$ cat src/rtl/brick_adder_pipe.sv
// brick_adder_pipe: registered binary adder tree over N_BRICK signed products, then shift-accumulate per beat.
// Optional macro BRICK_ADDER_PIPE_SAT_EN saturates the accumulator and adds the sticky o_sat output.
module brick_adder_pipe #(
    parameter int N_BRICK = 16,
    parameter int IN_W    = 5,
    parameter int ACC_W   = 16,
    parameter int SH_W    = 3
) (
    input  logic                      i_clk,
    input  logic                      i_rst_n,
    input  logic                      i_clear,
    input  logic                      i_valid,
    output logic                      o_ready,
    input  logic [N_BRICK*IN_W-1:0]   i_brick_prod,
    input  logic [SH_W-1:0]           i_shift,
    input  logic                      i_last,
    output logic                      o_valid,
    input  logic                      i_ready,
`ifdef BRICK_ADDER_PIPE_SAT_EN
    output logic                      o_sat,
`endif
    output logic signed [ACC_W-1:0]   o_sum
);
    localparam int LV     = $clog2(N_BRICK);
    localparam int TREE_W = IN_W + LV;

    // Heap layout: node i sums nodes 2i and 2i+1; indices >= N_BRICK are the raw lanes.
    logic signed [TREE_W-1:0] node_q [1:N_BRICK-1];
    logic signed [TREE_W-1:0] node_d [1:N_BRICK-1];
    logic signed [TREE_W-1:0] all_c  [1:2*N_BRICK-1];
    logic [LV:1]              vld_q, vld_d, lst_q, lst_d;
    logic [SH_W-1:0]          sh_q [1:LV];
    logic [SH_W-1:0]          sh_d [1:LV];
    logic signed [ACC_W-1:0]  acc_q, acc_d, sum_q, sum_d, acc_next;
    logic                     start_q, start_d, ov_q, ov_d;
    logic                     en, fire, done;

`ifdef BRICK_ADDER_PIPE_SAT_EN
    // Wide enough that neither the shift nor the add can wrap before saturation.
    localparam int XW = (ACC_W + 1 > TREE_W + (1 << SH_W)) ? ACC_W + 1 : TREE_W + (1 << SH_W);
    localparam logic signed [XW-1:0] MAX_X = {{(XW-ACC_W+1){1'b0}}, {(ACC_W-1){1'b1}}};
    localparam logic signed [XW-1:0] MIN_X = ~MAX_X;
    logic signed [XW-1:0] sum_x;
    logic                 stk_q, stk_d, stk_next, osat_q, osat_d;
`endif

    always_comb begin
        en   = !(ov_q && !i_ready);
        fire = en && vld_q[LV];
        done = !i_clear && fire && lst_q[LV];
        for (int i = 1; i < N_BRICK; i++)
            all_c[i] = node_q[i];
        for (int i = 0; i < N_BRICK; i++)
            all_c[N_BRICK+i] = TREE_W'($signed(i_brick_prod[i*IN_W +: IN_W]));
        for (int i = 1; i < N_BRICK; i++)
            node_d[i] = en ? all_c[2*i] + all_c[2*i+1] : node_q[i];
        vld_d[1] = i_clear ? 1'b0 : en ? i_valid : vld_q[1];
        lst_d[1] = en ? i_last : lst_q[1];
        sh_d[1]  = en ? i_shift : sh_q[1];
        for (int l = 2; l <= LV; l++) begin
            vld_d[l] = i_clear ? 1'b0 : en ? vld_q[l-1] : vld_q[l];
            lst_d[l] = en ? lst_q[l-1] : lst_q[l];
            sh_d[l]  = en ? sh_q[l-1] : sh_q[l];
        end
`ifdef BRICK_ADDER_PIPE_SAT_EN
        sum_x    = (start_q ? XW'(0) : XW'(acc_q)) + (XW'(node_q[1]) <<< sh_q[LV]);
        acc_next = sum_x > MAX_X ? MAX_X[ACC_W-1:0] :
                   sum_x < MIN_X ? MIN_X[ACC_W-1:0] : sum_x[ACC_W-1:0];
        stk_next = (!start_q && stk_q) || sum_x > MAX_X || sum_x < MIN_X;
        stk_d    = i_clear ? 1'b0 : fire ? stk_next : stk_q;
        osat_d   = i_clear ? 1'b0 : done ? stk_next : osat_q;
`else
        acc_next = (start_q ? ACC_W'(0) : acc_q) + (ACC_W'(node_q[1]) <<< sh_q[LV]);
`endif
        acc_d   = i_clear ? '0 : fire ? acc_next : acc_q;
        start_d = i_clear ? 1'b1 : fire ? lst_q[LV] : start_q;
        ov_d    = i_clear ? 1'b0 : en ? done : ov_q;
        sum_d   = done ? acc_next : sum_q;
    end

    always_ff @(posedge i_clk or negedge i_rst_n) begin
        if (!i_rst_n) begin
            for (int i = 1; i < N_BRICK; i++)
                node_q[i] <= '0;
            for (int l = 1; l <= LV; l++)
                sh_q[l] <= '0;
            vld_q   <= '0;
            lst_q   <= '0;
            acc_q   <= '0;
            sum_q   <= '0;
            start_q <= 1'b1;
            ov_q    <= 1'b0;
`ifdef BRICK_ADDER_PIPE_SAT_EN
            stk_q   <= 1'b0;
            osat_q  <= 1'b0;
`endif
        end else begin
            node_q  <= node_d;
            sh_q    <= sh_d;
            vld_q   <= vld_d;
            lst_q   <= lst_d;
            acc_q   <= acc_d;
            sum_q   <= sum_d;
            start_q <= start_d;
            ov_q    <= ov_d;
`ifdef BRICK_ADDER_PIPE_SAT_EN
            stk_q   <= stk_d;
            osat_q  <= osat_d;
`endif
        end
    end

    assign o_ready = en;
    assign o_valid = ov_q;
    assign o_sum   = sum_q;
`ifdef BRICK_ADDER_PIPE_SAT_EN
    assign o_sat   = osat_q;
`endif
endmodule

$ cat config.mk
export PLATFORM = sky130hd
export DESIGN_NAME = brick_adder_pipe
export DESIGN_NICKNAME = d
export VERILOG_FILES = /design/src/rtl/brick_adder_pipe.sv
export SDC_FILE = /design/constraint.sdc
export NUM_CORES = 1
export LEC_CHECK = 0
export ABC_AREA = 1
export CORE_MARGIN = 3
export CORE_UTILIZATION = 63
export DETAILED_ROUTE_END_ITERATION = 10
export GPL_TIMING_DRIVEN = 0
export PLACE_DENSITY = 0.87
export REMOVE_ABC_BUFFERS = 1
export SETUP_SLACK_MARGIN = 0.15
export SLEW_MARGIN = 15
export SYNTH_ARGS = -nofsm -noshare
export SYNTH_HDL_FRONTEND = slang
export SYNTH_SLANG_ARGS = --single-unit
$ cat constraint.sdc
create_clock -name i_clk -period 5.4 [get_ports i_clk]
set_clock_uncertainty 0.15 [all_clocks]
set_input_delay 0.54 -clock i_clk [delete_from_list [all_inputs] [get_ports i_clk]]
set_output_delay 0.54 -clock i_clk [all_outputs]
set_load 0.1 [all_outputs]
==> flow_summary_export.csv, run 1 <==
group,metric,value,unit
status,outcome,"complete, no violations",
worst_hold_path,min_path_cells,2,
timing,tightest_slew,1040,ps
place,numPortBuffers,106,
cells_and_area,antennaDiodeCount,0,
yosys,syn_area_per_cell,7.58,um^2
cells_and_area,area_growth_syn_to_layout,17.3,%
critical_path,reg2reg_slack,2160,ps
yosys,syn-cell-area,10700,um^2
flow_run,max_cap_viol_count,0,
die,die_area,18600,um^2
yosys,syn_inst,1416,
power_and_ir_drop,pwr_density_cell,418,nW/um^2
power_and_ir_drop,p_switching,2130,uW
yosys,ys_ff_latch,165,
die,coreArea,16600,um^2
critical_path,critical_path.top_delay_family,"buffers and inverters",
die,die_x,137,um
clocking,cts_sinks,165,
route,drt_iter0_drc,520,
place,hpwl,16.5,mm
power_and_ir_drop,p_int,3140,uW
route,dr_total_vias,9171,
critical_path,slowest_delay,1300,ps
critical_path,end_kind,"output port",
timing,drv_slew,0,
cells_and_area,final_cells,1742,
route,drt_first_pass_iters,7,
route,postRouteAntennaNets,0,
power_and_ir_drop,clock_power_share,22.3,%
timing,fmax,0.229,GHz
timing,timing_hold_violations_final,0,
global_routing,grt_pass1_vias,9008,
yosys,ys_seq_area_share,38.5,%
route,wl_per_cell,12.7,um
die,dieHeight,137,um
power_and_ir_drop,sw_frac_of_total,40.5,%
critical_path,cp_cell_sequence,"clkdlybuf4s50_1 -> nor2_4 -> buf_12 -> buf_16 -> inv_4 -> clkdlybuf4s50_1",
yosys,ys_types,37,
yosys,yosys.area.top_type,"dfrtp_1",
clocking,path_clk_slew,60,ps
global_routing,overflow,0,
timing,setup_viol,0,
critical_path,cp_num_buf_inv,5,
critical_path,r2r_start,"o_valid$_DFFE_PN0P_",
cells_and_area,n_fill_cell,1236,
route,via_per_inst,5.26,
critical_path,crit_type,"in2out",
route,postRouteWirelength,22.2,mm
clocking,clk_path_buf_depth,2,
yosys,synth_ff_type,"dfrtp_1",
timing,slew_headroom,30.3,%
clocking,cts_buffers,17,
global_routing,grt_pass1_wl,38.9,mm
critical_path,critPathMaxFanout,100,
global_routing,grt_max_degree,111,
yosys,synth_edf_count,0,
critical_path,worstPathRequired,4710,ps
worst_hold_path,min_to,"sh_q[3]$_DFFE_PN0N_",
worst_hold_path,holdCritPathClass,"reg2reg",
timing,fin_crit_sh,80.8,%
worst_hold_path,worst_hold_startpoint,"sh_q[6]$_DFFE_PN0N_",
critical_path,r2r-end,"o_sum[0]$_DFFE_PN0P_",
die,rows,47,
critical_path,slowest_stage,"clkdlybuf4s50_1",
critical_path,arrival,3670,ps
clocking,htreeDepth,4,
power_and_ir_drop,p_seq_share,34.1,%
yosys,synthTopCellsByArea,"dfrtp_1, nand2_1, ha_1, inv_1, o21ai_0",
power_and_ir_drop,p_leak,0.00649,uW
route,drc,0,
timing,period_minus_slack,4360,ps
timing,rsz0062_at_grt,"no",
clocking,cts_tree,"built",
timing,hold_ws,320,ps
cells_and_area,drive_above_1_share,4.07,%
power_and_ir_drop,comb_power_share,43.6,%
yosys,synth_top_area_share,38.2,%
critical_path,startpoint_type,"primary input",
clocking,worstSkewPairLatency,430,ps
die,num_io_pins,107,
clocking,cts_root_buf,"clkbuf_16",
critical_path,r2r_cells,10,
place,dp_cells,1709,
cells_and_area,final_nets,1717,
critical_path,crit_top_cell,"clkdlybuf4s50_1",
die,initial_core_util,64.5,%
yosys,yosys_warnings,0,
yosys,ys_async_sr_fraction,100,%
power_and_ir_drop,ir_drop,0.321,mV
clocking,cts_resized,0,
global_routing,track_usage,25.5,%
global_routing,antenna_found_initial,0,
place,place_congestion,0.893,
power groups by stage:
stage | clock (uW) | sequential, uW | combinational [uW]
floorplan | 0 | 1920 | 1610
global route | 1250 | 1830 | 2650
finish | 1180 | 1800 | 2290
global placement | 0 | 1800 | 2160
detailed placement | 0 | 1810 | 2270
CTS | 1190 | 1800 | 2300
Yosys cell counts, types with 3 or more instances:
cell type and number:
nand2_1 488, inv_1 185, dfrtp_1 164, ha_1 103, o21ai_0 99, nand3_1 90, nor2_1 61, a21oi_1 52
xnor2_1 20, buf_2 19, fa_1 16, clkbuf_1 14, xor2_1 13, nand4_1 12, or2_2 12, a31oi_1 10
o21ai_1 8, nor3_1 7, o22ai_1 7, inv_2 4, mux2i_1 4, nand3b_1 4, buf_4 3, nand2_2 3
or2_1 3
logic make-up (layout without fill, tap and decap cells):
logic type               after synthesis  count (layout)  share of synthesized area, %
adder cells (fa/ha/maj)              119             119                          15.0
XOR/XNOR                              33              33                          2.69
buffers and inverters                228             334                          8.40
AND/OR/NAND/NOR                      683             683                          26.1
AO/OA/AOI/OAI                        184             184                          8.97
multiplexers                           4               4                         0.373
flip-flops                           165             165                          38.5
sequential cells by signal (all words and copies together), names as in the netlist:
register,cells
all_c,111
acc_q,16
o_sum,16
sh_q,12
lst_q,4
vld_q,4
o_valid,1
start_q,1
cells in the final DEF, fill, tap and decap left out, types with 13 or more instances in the layout:
cell type and count:
a21oi_1 52, clkbuf_16 17, clkdlybuf4s50_1 105, dfrtp_1 164
fa_1 16, ha_1 103, inv_1 185, nand2_1 488
nand3_1 90, nor2_1 61, o21ai_0 99, xnor2_1 20
xor2_1 13
worst max path at each step:
stage / startpoint / end / slack [ps] / cells past startpoint
finish: i_ready / o_ready / 1040 / 6
global placement: i_rst_n / all_c[207]$_DFFE_PN0N_ / -2910 / 1
CTS: i_ready / o_ready / 1030 / 6
floorplan: o_valid$_DFFE_PN0P_ / o_sum[0]$_DFFE_PN0P_ / 820 / 8
global route: i_ready / o_ready / 910 / 6
detailed placement: i_ready / o_ready / 1050 / 6
area by class of cell:
type | count | area (um^2) | share of cell area (%)
timing repair buffer | 112 | 1200 | 9.51
clock inverter | 13 | 120 | 0.953
tap | 220 | 275 | 2.18
sequential | 165 | 4130 | 32.8
clock buffer | 19 | 453 | 3.60
multi-input combinational | 1023 | 5710 | 45.3
inverter | 190 | 716 | 5.68
worst register-to-register path: cells and delay by family (launching register included):
family | cells | cell delay (ps)
buf+inv | 5 | 1490
flops | 1 | 390
simple gates | 4 | 1010
compound gates | 1 | 70
layer usage:
| layer | vias to the layer above | share of wire, % | global-route usage [%] |
|---|---|---|---|
| li1 | 4695 | - | - |
| met1 | 4225 | 42 | 31.3 |
| met2 | 209 | 52 | 45.3 |
| met3 | 42 | 4.3 | 4.12 |
| met4 | 0 | 2.3 | 9.41 |
| met5 | - | 0 | 0 |
metrics by stage:
| step | setup TNS, ps | instance area, um^2 | worst slack [ps] | utilization, % | power [uW] |
|---|---|---|---|---|---|
| after detailed placement | 0 | 12000 | 1050 | 72.2 | 4090 |
| after CTS | 0 | 12600 | 1030 | 75.7 | 5290 |
| after global routing | 0 | 12600 | 912 | 75.7 | 5740 |
| final | 0 | 12600 | 1040 | 75.7 | 5270 |
| after global placement | -487100 | 11900 | -2910 | 71.4 | 3970 |
| after floorplan | 0 | 10600 | 824 | - | 3520 |
repair_timing:
action / CTS / global route
setup buffers: 0 / 0
endpoints found under the hold margin: 55 / 0
hold buffers: 1 / 0
Note: power is estimated with default switching activity, not from simulation.
==> run 2, diff against run 1 <==
--- a/config.mk
+++ b/config.mk
@@ -7,10 +7,10 @@
 export LEC_CHECK = 0
 export ABC_AREA = 1
 export CORE_MARGIN = 3
-export CORE_UTILIZATION = 63
+export CORE_UTILIZATION = 53
 export DETAILED_ROUTE_END_ITERATION = 10
 export GPL_TIMING_DRIVEN = 0
-export PLACE_DENSITY = 0.87
+export PLACE_DENSITY = 0.78
 export REMOVE_ABC_BUFFERS = 1
 export SETUP_SLACK_MARGIN = 0.15
 export SLEW_MARGIN = 15
==> constraint.sdc (replaced) <==
create_clock -name i_clk -period 3.5 [get_ports i_clk]
set_clock_uncertainty 0.15 [all_clocks]
set_input_delay 0.35 -clock i_clk [delete_from_list [all_inputs] [get_ports i_clk]]
set_output_delay 0.35 -clock i_clk [all_outputs]
set_load 0.1 [all_outputs]
==> run 2 against run 1 <==
Clock-buffer cell count down 1. Design area up 1.5%. Setup slack worse by 600 ps. First-iteration DRC count down 18%. Die area up 18%. Critical path type is now reg2out.
==> flow_summary_export.csv, run 2 (same netlist as run 1, synthesis figures left out) <==
group,metric,value,unit
status,outcome,"complete, no violations",
cells_and_area,area_growth_syn_to_layout,19.0,%
flow_run,max_cap_viol_count,0,
timing,drv_slew,0,
route,dr_wl_met2,10.9,mm
clocking,htreeDepth,4,
cells_and_area,final_nets,1718,
critical_path,end_kind,"output port",
route,postRouteWirelength,21.7,mm
route,via_per_inst,5.06,
route,dr_total_vias,9048,
die,die_area,22000,um^2
power_and_ir_drop,ir_drop,0.346,mV
critical_path,r2r-end,"o_sum[6]$_DFFE_PN0P_",
die,rows,51,
clocking,cts_sinks,165,
critical_path,critPathMaxFanout,100,
critical_path,reg2reg_slack,590,ps
global_routing,grt_max_degree,107,
timing,hold_ws,309,ps
timing,fin_crit_sh,87.5,%
global_routing,antenna_found_initial,0,
route,wl_met3,749,um
global_routing,track_usage,20.7,%
global_routing,grt_pass1_vias,8857,
timing,tightest_slew,977,ps
die,initial_core_util,54.6,%
critical_path,r2r_cells,10,
timing,worst_slack,439,ps
clocking,cts_root_buf,"clkbuf_16",
critical_path,crit_type,"reg2out",
clocking,clk_path_buf_depth,2,
clocking,worstSkewPairLatency,430,ps
cells_and_area,drive_above_1_share,4.14,%
timing,timing_hold_violations_final,0,
power_and_ir_drop,finalPower,8380,uW
timing,fmax,0.327,GHz
die,die_x,148,um
timing,setup_viol,0,
place,hpwl,15.9,mm
global_routing,overflow,0,
place,place_congestion,0.910,
timing,tns,0,ps
route,met1_length,9.74,mm
place,numPortBuffers,106,
critical_path,startpoint_type,"register",
critical_path,arrival,2560,ps
cells_and_area,largest_reg_flops,111,
die,num_io_pins,107,
global_routing,grt_pass1_wl,38.3,mm
die,dieHeight,148,um
power_and_ir_drop,p_leak,0.00655,uW
cells_and_area,final_cell_mix,"nand2_1, inv_1, dfrtp_1, clkdlybuf4s50_1, ha_1",
die,coreArea,19700,um^2
cells_and_area,final_common_cell,"nand2_1",
route,highest_layer,"met4",
route,drt_iter0_drc,428,
route,drt_first_pass_iters,5,
place,dp_slack,-358,ps
power_and_ir_drop,pwr_density_cell,655,nW/um^2
critical_path,worstPathRequired,3000,ps
route,drc,0,
timing,slew_headroom,34.6,%
cells_and_area,n_fill_cell,1694,
worst_hold_path,holdCritPathClass,"in2async",
route,postRouteAntennaNets,0,
timing,period_minus_slack,3060,ps
clocking,path_clk_slew,60,ps
timing,rsz0062_at_grt,"no",
clocking,cts_buffers,17,
clocking,cts_tree,"built",
route,wl_per_cell,12.1,um
cells_and_area,antennaDiodeCount,0,
critical_path,r2r_start,"o_valid$_DFFE_PN0P_",
run 2: routing by layer:
metal	global-route usage [%]	vias to the layer above
met5	0	-
met4	5.77	0
met3	3.56	18
met2	37.2	152
met1	25.7	4175
li1	-	4703
run 2: cell type report:
type	count	area, um^2	share of cell area (%)
multi-input combinational	1023	5710	44.6
inverter	190	718	5.62
clock inverter	13	230	1.80
sequential	165	4130	32.3
clock buffer	18	439	3.44
timing repair buffer	113	1230	9.60
tap	265	332	2.59
run 2: worst max-delay path by stage:
stage	cells past startpoint	from	slack [ps]	to
after floorplan	8	o_valid$_DFFE_PN0P_	-1080	o_sum[0]$_DFFE_PN0P_
after global placement	1	i_rst_n	-4690	all_c[200]$_DFFE_PN0N_
after detailed placement	6	i_ready	-360	o_ready
after CTS	6	o_valid$_DFFE_PN0P_	210	o_ready
after global routing	6	o_valid$_DFFE_PN0P_	320	o_ready
final	6	o_valid$_DFFE_PN0P_	440	o_ready
run 2: per-stage QoR:
stage / instance area (um^2) / cells / util [%]
6_report: 12800 / 1787 / 65.0
3_5_place_dp: 12100 / 1755 / 61.6
4_1_cts: 12800 / 1787 / 65.0
3_3_place_gp: 11900 / 1749 / 60.8
2_1_floorplan: 10600 / 1378 / -
5_1_grt: 12800 / 1787 / 65.0
run 2: power by group:
part	internal [uW]	switching [uW]	total [uW]
combinational	1390	2110	3500
sequential	2420	338	2760
clock	1350	758	2110
run 2: worst max-delay path, stage by stage (launching register included):
cell and delay (ps):
dfrtp_1 370, inv_1 90, nor2_4 60, buf_12 170, buf_16 180, inv_6 550
clkdlybuf4s15_2 660
run 2: timing repair:
| item | in CTS | in global routing |
|---|---|---|
| hold buffers | 1 | 0 |
| cloned | 0 | 0 |
| hold endpoints to repair | 59 | 0 |
| setup endpoints to repair | 1 | 11 |
| gates resized for setup | 3 | 1 |
| setup buffers | 0 | 0 |
